## config.mk

```make
export PLATFORM = sky130hd
export DESIGN_NAME = signal_select_csr
export DESIGN_NICKNAME = d
export VERILOG_FILES = /design/src/rtl/signal_select_pkg.sv /design/src/rtl/signal_select_csr.sv
export SDC_FILE = /design/constraint.sdc
export NUM_CORES = 1
export LEC_CHECK = 0
export ABC_AREA = 1
export CAP_MARGIN = 40
export CORE_MARGIN = 4
export CORE_UTILIZATION = 35
export DETAILED_ROUTE_END_ITERATION = 8
export GPL_TIMING_DRIVEN = 0
export PLACE_DENSITY = 0.7
export SETUP_SLACK_MARGIN = 0.2
export SLEW_MARGIN = 15
export SYNTH_ARGS = -nofsm -noshare
export SYNTH_HDL_FRONTEND = slang
export SYNTH_SLANG_ARGS = --single-unit
```

## constraint.sdc

```tcl
create_clock -name clk -period 3.3 [get_ports clk]
set_clock_uncertainty 0.2 [all_clocks]
set_input_delay 0.825 -clock clk [delete_from_list [all_inputs] [get_ports clk]]
set_output_delay 0.825 -clock clk [all_outputs]
set_load 0.02 [all_outputs]
```

## src/rtl/signal_select_pkg.sv

```systemverilog
// rtl/signal_select_pkg.sv - register map, selector codes and commit FSM states for signal_select_csr
package signal_select_pkg;

  localparam logic [2:0] ADDR_SIG_SH = 3'd0;
  localparam logic [2:0] ADDR_MOD_SH = 3'd1;
  localparam logic [2:0] ADDR_INC_SH = 3'd2;
  localparam logic [2:0] ADDR_CTRL   = 3'd3;
  localparam logic [2:0] ADDR_STATUS = 3'd4;
  localparam logic [2:0] ADDR_LIVE   = 3'd5;
  localparam logic [2:0] ADDR_UPDCNT = 3'd6;
  localparam logic [2:0] ADDR_RSVD   = 3'd7;

  localparam int CTRL_COMMIT_BIT    = 0;
  localparam int CTRL_IMMED_BIT     = 1;
  localparam int STATUS_PENDING_BIT = 0;
  localparam int STATUS_ERR_BIT     = 1;

  typedef enum logic [7:0] {
    SIG_SIN = 8'd0,
    SIG_COS = 8'd1,
    SIG_SAW = 8'd2,
    SIG_SQU = 8'd3
  } sig_sel_e;

  typedef enum logic [3:0] {
    MOD_ASK  = 4'd0,
    MOD_FSK  = 4'd1,
    MOD_BPSK = 4'd2,
    MOD_LFSR = 4'd3
  } mod_sel_e;

  typedef enum logic {
    IDLE = 1'b0,
    PEND = 1'b1
  } csr_state_e;

endpackage

```

## src/rtl/signal_select_csr.sv

```systemverilog
// rtl/signal_select_csr.sv - Avalon-MM CSR staging scope selectors, applied atomically on sample_tick
module signal_select_csr
  import signal_select_pkg::*;
#(
  parameter logic [31:0] DEFAULT_INC = 32'h102,
  parameter int unsigned NUM_SEL     = 4
) (
  input  logic        clk,
  input  logic        reset_n,
  input  logic [2:0]  avs_address,
  input  logic        avs_write,
  input  logic [31:0] avs_writedata,
  input  logic        avs_read,
  output logic [31:0] avs_readdata,
  input  logic        sample_tick,
  output logic [7:0]  signal_selector,
  output logic [3:0]  modulation_selector,
  output logic [31:0] dds_increment,
  output logic        update_pulse
);

  csr_state_e  r_state, w_state_nxt;
  logic [7:0]  r_sig_sh, r_sig;
  logic [3:0]  r_mod_sh, r_mod;
  logic [31:0] r_inc_sh, r_inc;
  logic [15:0] r_updcnt;
  logic        r_err, r_update_pulse;
  logic [31:0] r_readdata, w_rd_mux, w_status;
  logic        w_wr_sig, w_wr_mod, w_wr_inc, w_wr_status;
  logic        w_commit, w_immed, w_apply, w_sig_legal, w_mod_legal;

  assign w_wr_sig    = avs_write && (avs_address == ADDR_SIG_SH);
  assign w_wr_mod    = avs_write && (avs_address == ADDR_MOD_SH);
  assign w_wr_inc    = avs_write && (avs_address == ADDR_INC_SH);
  assign w_wr_status = avs_write && (avs_address == ADDR_STATUS);
  assign w_commit    = avs_write && (avs_address == ADDR_CTRL) && avs_writedata[CTRL_COMMIT_BIT];
  assign w_immed     = w_commit && avs_writedata[CTRL_IMMED_BIT];
  assign w_sig_legal = 32'(avs_writedata[7:0]) < NUM_SEL;
  assign w_mod_legal = 32'(avs_writedata[3:0]) < NUM_SEL;

  // A tick only applies once PEND is registered, so a tick in the COMMIT cycle is ignored.
  always_comb begin
    w_state_nxt = r_state;
    w_apply     = 1'b0;
    case (r_state)
      IDLE: begin
        if (w_immed) begin
          w_apply = 1'b1;
        end else if (w_commit) begin
          w_state_nxt = PEND;
        end
      end
      PEND: begin
        if (w_immed || sample_tick) begin
          w_apply     = 1'b1;
          w_state_nxt = IDLE;
        end
      end
      default: w_state_nxt = IDLE;
    endcase
  end

  always_comb begin
    w_status                     = '0;
    w_status[STATUS_PENDING_BIT] = (r_state == PEND);
    w_status[STATUS_ERR_BIT]     = r_err;
    case (avs_address)
      ADDR_SIG_SH: w_rd_mux = {24'b0, r_sig_sh};
      ADDR_MOD_SH: w_rd_mux = {28'b0, r_mod_sh};
      ADDR_INC_SH: w_rd_mux = r_inc_sh;
      ADDR_STATUS: w_rd_mux = w_status;
      ADDR_LIVE:   w_rd_mux = {r_inc[15:0], r_mod, 4'b0, r_sig};
      ADDR_UPDCNT: w_rd_mux = {16'b0, r_updcnt};
      default:     w_rd_mux = '0;
    endcase
  end

  always_ff @(posedge clk or negedge reset_n) begin
    if (!reset_n) begin
      r_state        <= IDLE;
      r_sig_sh       <= '0;
      r_mod_sh       <= '0;
      r_inc_sh       <= DEFAULT_INC;
      r_sig          <= '0;
      r_mod          <= '0;
      r_inc          <= DEFAULT_INC;
      r_updcnt       <= '0;
      r_err          <= 1'b0;
      r_update_pulse <= 1'b0;
      r_readdata     <= '0;
    end else begin
      r_state        <= w_state_nxt;
      r_update_pulse <= w_apply;
      if (avs_read) r_readdata <= w_rd_mux;
      // Live takes the pre-write shadow; a shadow write in this cycle stays staged.
      if (w_apply) begin
        r_sig    <= r_sig_sh;
        r_mod    <= r_mod_sh;
        r_inc    <= r_inc_sh;
        r_updcnt <= r_updcnt + 16'd1;
      end
      if (w_wr_sig && w_sig_legal) r_sig_sh <= avs_writedata[7:0];
      if (w_wr_mod && w_mod_legal) r_mod_sh <= avs_writedata[3:0];
      if (w_wr_inc) r_inc_sh <= avs_writedata;
      if ((w_wr_sig && !w_sig_legal) || (w_wr_mod && !w_mod_legal)) begin
        r_err <= 1'b1;
      end else if (w_wr_status && avs_writedata[STATUS_ERR_BIT]) begin
        r_err <= 1'b0;
      end
    end
  end

  assign avs_readdata        = r_readdata;
  assign signal_selector     = r_sig;
  assign modulation_selector = r_mod;
  assign dds_increment       = r_inc;
  assign update_pulse        = r_update_pulse;

endmodule

```

======== Word-level counts from Yosys, hierarchy flattened ========
Index checks and enable logic that the tools add are counted.
operators by class
  bitwise logic cells ..................... 1
  muxes and demuxes ....................... 10
  add/sub/neg operators ................... 1
  equal/unequal tests ..................... 6
  $lt $le $gt $ge ......................... 2
  reductions and logical operators ........ 18
operators by type and width
  cell                     count
  $pmux W32 S6             1
  $add A16 B1 Y16 const B  1
  $logic_and A1 B1 Y1      12
  $eq A3 B3 Y1 const B     3
  $lt A8 B3 Y1 const B     1
  $mux W1                  7
  $eq A3 B2 Y1 const B     2
  $lt A4 B3 Y1 const B     1
  $pmux W1 S2              2
  $eq A3 B1 Y1 const B     1
  $logic_not A3 Y1         1
  $logic_not A1 Y1         2
  $logic_or A1 B1 Y1       2
  $reduce_bool A2 Y1       1
  $not A1 Y1               1
storage, ports and cells
  word-level logic and storage cells ...... 49
  flip-flop bits (word level) ............. 139

======== Logic depth before layout (Yosys ltp) ========
Gate-level depths: netlist of run 1.
  depth in word-level cells ............... 7
  mapped depth ............................ 10

======== Least setup slack after synthesis of run 1 ========
Ideal clock, no wire load.
  path type ............................... in2reg
  start point ............................. input port avs_write
  end point ............................... register r_updcnt[7]
  stages on the path ...................... 10
  arrival time ............................ 1.831 ns
  required time ........................... 2.983 ns
  library setup time ...................... 0.117 ns
  slack ................................... 1.152 ns
  cells stage by stage .................... clkbuf_1 > nand2_1 > inv_1 > nand3_1 > nand2_2 > inv_2 > buf_2 > buf_2 > nand2_1 > nand2_1
between the ends
  cells in the longest elaborated chain, start to end .. 6
  elaborated cells between the ends (all ways) .. 7
RTL lines
  item                                 line                      RTL
  start, declared                      signal_select_csr.sv:11   input logic avs_write,
  $logic_and A1 B1 Y1 * (2 in series)  signal_select_csr.sv:36   assign w_commit = avs_write && (avs_address == ADDR_CTRL) && avs_writedata[CTRL_COMMIT_BIT];
  $logic_and A1 B1 Y1 *                signal_select_csr.sv:37   assign w_immed = w_commit && avs_writedata[CTRL_IMMED_BIT];
  $logic_or A1 B1 Y1                   signal_select_csr.sv:54   if (w_immed || sample_tick) begin
  $mux W1                              signal_select_csr.sv:54
  $pmux W1 S2 *                        signal_select_csr.sv:45   case (r_state)
  end signal, assigned                 signal_select_csr.sv:100  r_updcnt <= r_updcnt + 16'd1;
  end, declared                        signal_select_csr.sv:26   logic [15:0] r_updcnt;
Mark *: on every way between the ends. The rest lies on a longest branch, timed or not.
A chain may end at the register's enable or synchronous reset.

======== Worst setup path after layout of run 1 ========
  start point ............................. input port avs_address[0]
  end point ............................... register r_readdata[5], in the netlist avs_readdata[5]
between the ends
  cells in the longest elaborated chain, start to end .. 2
  elaborated cells between the ends (all ways) .. 7
RTL lines
  item                                        line                     RTL
  start, declared                             signal_select_csr.sv:10  input logic [2:0] avs_address,
  $eq A3 B3 Y1, or another cell as far along  signal_select_csr.sv:67  case (avs_address)
  $pmux W32 S6 *                              signal_select_csr.sv:67
  end signal, assigned                        signal_select_csr.sv:94  if (avs_read) r_readdata <= w_rd_mux;
  end, declared                               signal_select_csr.sv:28  logic [31:0] r_readdata, w_rd_mux, w_status;
Marked as above.

==> results.json, run 1 <==
{
  "status": "finished clean",
  "critPathMaxStageDelay_ns": 0.53,
  "grt_usage_pct": 19.1,
  "worst_hold_slack_ns": 0.108,
  "crit_slowest_cell": "clkdlybuf4s50_1",
  "dp_hpwl_um": 13500,
  "io_pins": 117,
  "core_area_um2": 17200,
  "cts_hold_buf": 0,
  "worstSetupStartpointType": "primary input",
  "setup.worst_path.end_class": "flop",
  "cts_tree": "built",
  "vias_per_cell": 4.95,
  "hold_viol": 0,
  "relSlewSlack_pct": 62.6,
  "fillers": 1657,
  "die_w_um": 140,
  "reg2regPathDepth": 6,
  "ctsResizeCount": 0,
  "final_cell_mix": "284 x nand2_1, 135 x dfrtp_1, 113 x clkdlybuf4s50_1, 73 x inv_1, 47 x o21ai_0",
  "p_int_uw": 4140,
  "drc_errors": 0,
  "power_switching_uw": 2080,
  "initial_core_util_pct": 35.5,
  "antenna_found_initial": 0,
  "setup_violations": 0,
  "leakage_uw": 0.00400,
  "drive_gt1_share_pct": 5.90,
  "cts_root_buf": "clkbuf_16",
  "worst_pin_slew_ns": 0.561,
  "p_per_area_nw_per_um2": 759,
  "grt_pass1_wl_um": 29400,
  "diodes": 0,
  "insertion_delay_ns": 0.42,
  "multiInputGateArea_um2": 2200,
  "peakVddDrop_mv": 0.396,
  "area_growth_pct": 34.0,
  "final_common_cell": "nand2_1",
  "drv_cap": 0,
  "ys_ff_latch": 139,
  "cpMostUsedCell": "nand2_1",
  "path_max_fanout": 10,
  "num_rows": 48,
  "hold_class": "in -> async",
  "syn_area_um2": 6120,
  "wire_per_inst_um": 16.3,
  "synth.distinct_cells": 24,
  "syn_inst": 752,
  "crit_chain": "clkdlybuf4s50_1, buf_2, nand3_1, inv_1, nand2_1, nand2_1, o21ai_0, nand2_1",
  "timing.final.crit_period_ns": 2.68,
  "clkTransAtPathRegs_ns": 0.06,
  "crit_required_ns": 3.39,
  "worstSetupPathType": "in -> reg",
  "p_comb_share_pct": 28.6,
  "clock.fmax_mhz": 373,
  "reg2reg_slack_ns": 1.45,
  "antenna_left": 0,
  "post-route-util_pct": 47.6,
  "drt-total-wl_um": 18300,
  "cts_buffers": 17,
  "period_share_pct": 81.3,
  "drv_slew": 0,
  "timing.rr.start": "r_updcnt[0]$_DFFE_PN0P_",
  "ys_seq_area_share_pct": 56.9,
  "clk_path_buf_depth": 2,
  "seqCellArea_um2": 3480,
  "ys_warn_count": 0,
  "dieArea_um2": 19700,
  "p_seq_share_pct": 39.0,
  "grt_pass1_vias": 5466,
  "worstPathArrival_ns": 2.77,
  "drtIter0Drc": 489,
  "cts.htree.levels": 4,
  "clock-sinks": 139,
  "reg2reg_to": "r_updcnt[12]$_DFFE_PN0P_",
  "place_congestion": 0.894,
  "layout.nets": 927,
  "grt-ovfl-total": 0,
  "syn_nets": 793,
  "grt_max_degree": 83,
  "rsz0062_at_grt": "false",
  "die_h_um": 140,
  "first_pass_iters": 5,
  "p_sw_share_pct": 33.4,
  "io_buffers": 114,
  "avgSynthCellArea_um2": 8.14,
  "vias": 5568,
  "postCtsSetupBuffers": 0,
  "pwr-share-clk_pct": 32.4
}
synthesized netlist by cell type (all sizes together):
library cell,number,area share [%]
nand2,286,18
dfrtp,135,55
inv,76,4.7
o21ai,59,4.8
nor2,47,2.9
nand3,34,2.8
nand4,24,2.5
clkbuf,21,1.3
a21oi,19,1.6
o22ai,16,1.6
buf,15,1.2
o211ai,5,0.61
dfstp,4,1.7
xnor2,4,0.57
nor3,3,0.33
xor2,3,0.43
ha,1,0.20
sequential cells by signal (all words and copies together) (netlist names):
name / flops
modulation_selector: 4
signal_selector: 8
update_pulse: 1
r_err: 1
r_mod_sh: 4
r_sig_sh: 8
r_inc_sh: 32
dds_increment: 32
r_state: 1
r_updcnt: 16
avs_readdata: 32
power by group through the flow:
stage          logic, µW  registers, µW  clock network (µW)
2_1_floorplan        554           2710                   0
3_3_place_gp        1760           2440                   0
3_5_place_dp        1790           2440                   0
4_1_cts             1800           2420                2040
5_1_grt             1940           2470                2130
6_report            1780           2420                2020
layout make-up:
cell class / count / area share [%]
sequential: 139 / 42.5
inverter: 76 / 3.48
timing repair buffer: 115 / 14.3
multi-input combinational: 501 / 26.8
tap: 225 / 3.43
clock buffer: 19 / 5.28
clock inverter: 13 / 2.32
buffer: 36 / 1.83
worst max-delay path by stage:
stage                     slack (ns)                     endpoint           start  cells past startpoint
after detailed placement        0.19     r_inc_sh[19]$_DFFE_PN0P_  avs_address[0]                      6
after CTS                       0.64     r_inc_sh[19]$_DFFE_PN0P_  avs_address[0]                      6
after global placement         -4.32  avs_readdata[1]$_DFFE_PN0P_         reset_n                      1
after floorplan                 1.15      r_updcnt[7]$_DFFE_PN0P_       avs_write                     10
after global routing            0.50     r_inc_sh[19]$_DFFE_PN0P_  avs_address[0]                      6
final                           0.62  avs_readdata[5]$_DFFE_PN0P_  avs_address[0]                      8
worst max-delay path, delay by kind of cell:
family | cells | cell delay, ns
buffers and inverters | 3 | 1.03
and+or+nand+nor | 4 | 0.59
AOI/OAI and AO/OA | 1 | 0.33
layer usage:
metal / vias up / global-route usage, % / share of wire (%)
met4: 0 / 7.55 / 2.4
met5: - / 0 / 0
met1: 2712 / 27.2 / 47
li1: 2652 / - / -
met2: 170 / 28.4 / 45
met3: 34 / 4.30 / 5.2
logic make-up after synthesis:
kind of cell / after synthesis / synth area share [%]
DFF: 139 / 56.9
xor gates and xnor gates: 7 / 1.00
and+or+nand+nor: 394 / 26.1
AOI/OAI and AO/OA: 99 / 8.63
buffers and inverters: 112 / 7.12
adders and majority gates: 1 / 0.204
stage by stage:
| stage | std cells | total power (µW) | instance area [µm²] | setup TNS (ns) | setup WS [ns] |
|---|---|---|---|---|---|
| after floorplan | 752 | 3260 | 6120 | 0 | 1.15 |
| after global placement | 1091 | 4190 | 7540 | -592.70 | -4.32 |
| after detailed placement | 1092 | 4220 | 7570 | 0 | 0.192 |
| after CTS | 1124 | 6250 | 8200 | 0 | 0.642 |
| after global routing | 1124 | 6530 | 8200 | 0 | 0.500 |
| final | 1124 | 6220 | 8200 | 0 | 0.616 |
No activity file was read; power rests on OpenSTA's default activity.
==> inputs of run 2 (changes only) <==
--- a/config.mk
+++ b/config.mk
@@ -11,7 +11,7 @@
 export CORE_UTILIZATION = 35
 export DETAILED_ROUTE_END_ITERATION = 8
 export GPL_TIMING_DRIVEN = 0
-export PLACE_DENSITY = 0.7
+export PLACE_DENSITY = 0.72
 export SETUP_SLACK_MARGIN = 0.2
 export SLEW_MARGIN = 15
 export SYNTH_ARGS = -nofsm -noshare
==> constraint.sdc (replaced) <==
create_clock -name clk -period 2.46 [get_ports clk]
set_clock_uncertainty 0.2 [all_clocks]
set_input_delay 0.615 -clock clk [delete_from_list [all_inputs] [get_ports clk]]
set_output_delay 0.615 -clock clk [all_outputs]
set_load 0.02 [all_outputs]
==> results.json, run 2 (synthesized netlist as in run 1, its figures left out) <==
{
  "status": "finished clean",
  "period_share_pct": 90.8,
  "place_congestion": 0.922,
  "cts_tree": "built",
  "met3_usage_pct": 4.27,
  "hold_class": "reg -> reg",
  "grt_pass1_vias": 5400,
  "grt_usage_pct": 18.8,
  "worstSetupPathType": "reg -> out",
  "die_h_um": 140,
  "clock-sinks": 139,
  "rsz0062_at_grt": "false",
  "grt-ovfl-total": 0,
  "clk_path_buf_depth": 2,
  "num_rows": 48,
  "relSlewSlack_pct": 62.9,
  "worstSetupStartpointType": "flop",
  "drv_slew": 0,
  "hold_viol": 0,
  "dieArea_um2": 19700,
  "pre_cts_ws_ns": -0.430,
  "dp_hpwl_um": 13400,
  "power_switching_uw": 2770,
  "p_seq_share_pct": 39.6,
  "worstPathArrival_ns": 1.42,
  "path_max_fanout": 2,
  "cts_root_buf": "clkbuf_16",
  "die_w_um": 140,
  "leakage_uw": 0.00435,
  "final_common_cell": "nand2_1",
  "wire_per_inst_um": 16.1,
  "timing.final.crit_period_ns": 2.23,
  "min_path_cells": 2,
  "clock.fmax_mhz": 448,
  "cts.htree.levels": 4,
  "crit_family": "buffers and inverters",
  "drive_gt1_share_pct": 6.67,
  "io_pins": 117,
  "setup_violations": 0,
  "crit_cells": 1,
  "io_buffers": 114,
  "seqCellArea_um2": 3480,
  "grtUsageMet1_pct": 26.6,
  "drt-total-wl_um": 18100,
  "grt_max_degree": 91,
  "worst_pin_slew_ns": 0.557,
  "finalWorstSetupSlack_ns": 0.227,
  "multiInputGateArea_um2": 2230,
  "p_per_area_nw_per_um2": 986,
  "crit_chain": "clkdlybuf4s50_1",
  "crit_required_ns": 1.64,
  "final_cell_mix": "283 x nand2_1, 135 x dfrtp_1, 76 x clkdlybuf4s50_1, 72 x inv_1, 47 x o21ai_0",
  "p_int_uw": 5380,
  "p_sw_share_pct": 34.0,
  "drv_cap": 0,
  "first_pass_iters": 7,
  "vias": 5549,
  "crit_slowest_cell": "clkdlybuf4s50_1",
  "drc_errors": 0,
  "drtIter0Drc": 413,
  "use_met2_pct": 28.4,
  "vias_per_cell": 4.93,
  "initial_core_util_pct": 35.5,
  "critPathMaxStageDelay_ns": 0.61,
  "cts_buffers": 17,
  "setup_tns_ns": 0,
  "reg2regPathDepth": 6,
  "peakVddDrop_mv": 0.508,
  "setup.worst_path.end_class": "primary output",
  "area_growth_pct": 35.0,
  "grt_pass1_wl_um": 29200,
  "diodes": 0,
  "layout.nets": 928,
  "fillers": 1694,
  "insertion_delay_ns": 0.42,
  "crit_buf_inv": 1,
  "p_comb_share_pct": 28.4,
  "antenna_left": 0,
  "top_usage_layer": "met2",
  "clkTransAtPathRegs_ns": 0.06,
  "core_area_um2": 17200,
  "antenna_found_initial": 0,
  "pwr-share-clk_pct": 32.0
}
## run 2: worst paths after layout
| path | slack, ns | to | startpoint |
|---|---|---|---|
| max | 0.23 | dds_increment[6] | dds_increment[6]$_DFFE_PN0P_ |
| min | 0.28 | avs_readdata[29]$_DFFE_PN0P_ | avs_readdata[29]$_DFFE_PN0P_ |
| max reg2reg | 0.55 | r_updcnt[14]$_DFFE_PN0P_ | r_updcnt[0]$_DFFE_PN0P_ |
| min reg2reg | 0.28 | avs_readdata[29]$_DFFE_PN0P_ | avs_readdata[29]$_DFFE_PN0P_ |
| max in group asynchronous | 0.79 | r_inc_sh[1]$_DFFE_PN1P_ | reset_n |
| min in group asynchronous | 0.48 | avs_readdata[30]$_DFFE_PN0P_ | reset_n |
## run 2: metrics by stage
step	hold slack (ns)	power [µW]	instance area, µm²	util, %	std cells
floorplan	0.119	4380	6120	-	752
global placement	0.256	5620	7540	43.8	1091
detailed placement	0.263	5660	7570	43.9	1092
CTS	0.279	8230	8190	47.5	1125
global route	0.296	8600	8260	47.9	1125
finish	0.278	8150	8260	47.9	1125
## run 2: layer usage
metal	vias to the layer above	wire, µm	share of wire, %
met5	-	0	0
met4	0	466	2.6
met3	31	1040	5.7
met2	174	8220	45
met1	2679	8380	46
li1	2665	-	-
## run 2: repair_timing
item                       4_1_cts  5_1_grt
hold buffers                     1        0
gates resized for setup         20       31
setup buffers                    0        0
setup endpoints to repair       68      104
hold endpoints to repair        48        0
## run 2: layout make-up
class / count / area share [%]
inverter: 76 / 3.45
sequential: 139 / 42.2
clock inverter: 12 / 2.00
multi-input combinational: 501 / 26.9
buffer: 36 / 1.92
clock buffer: 20 / 5.29
timing repair buffer: 116 / 14.8
tap: 225 / 3.41
## run 2: power by group through the flow
stage	logic (µW)	registers [µW]	clock network [µW]
final	2310	3230	2610
after global routing	2520	3300	2770
after CTS	2360	3230	2640
after detailed placement	2400	3260	0
after global placement	2350	3260	0
after floorplan	743	3640	0
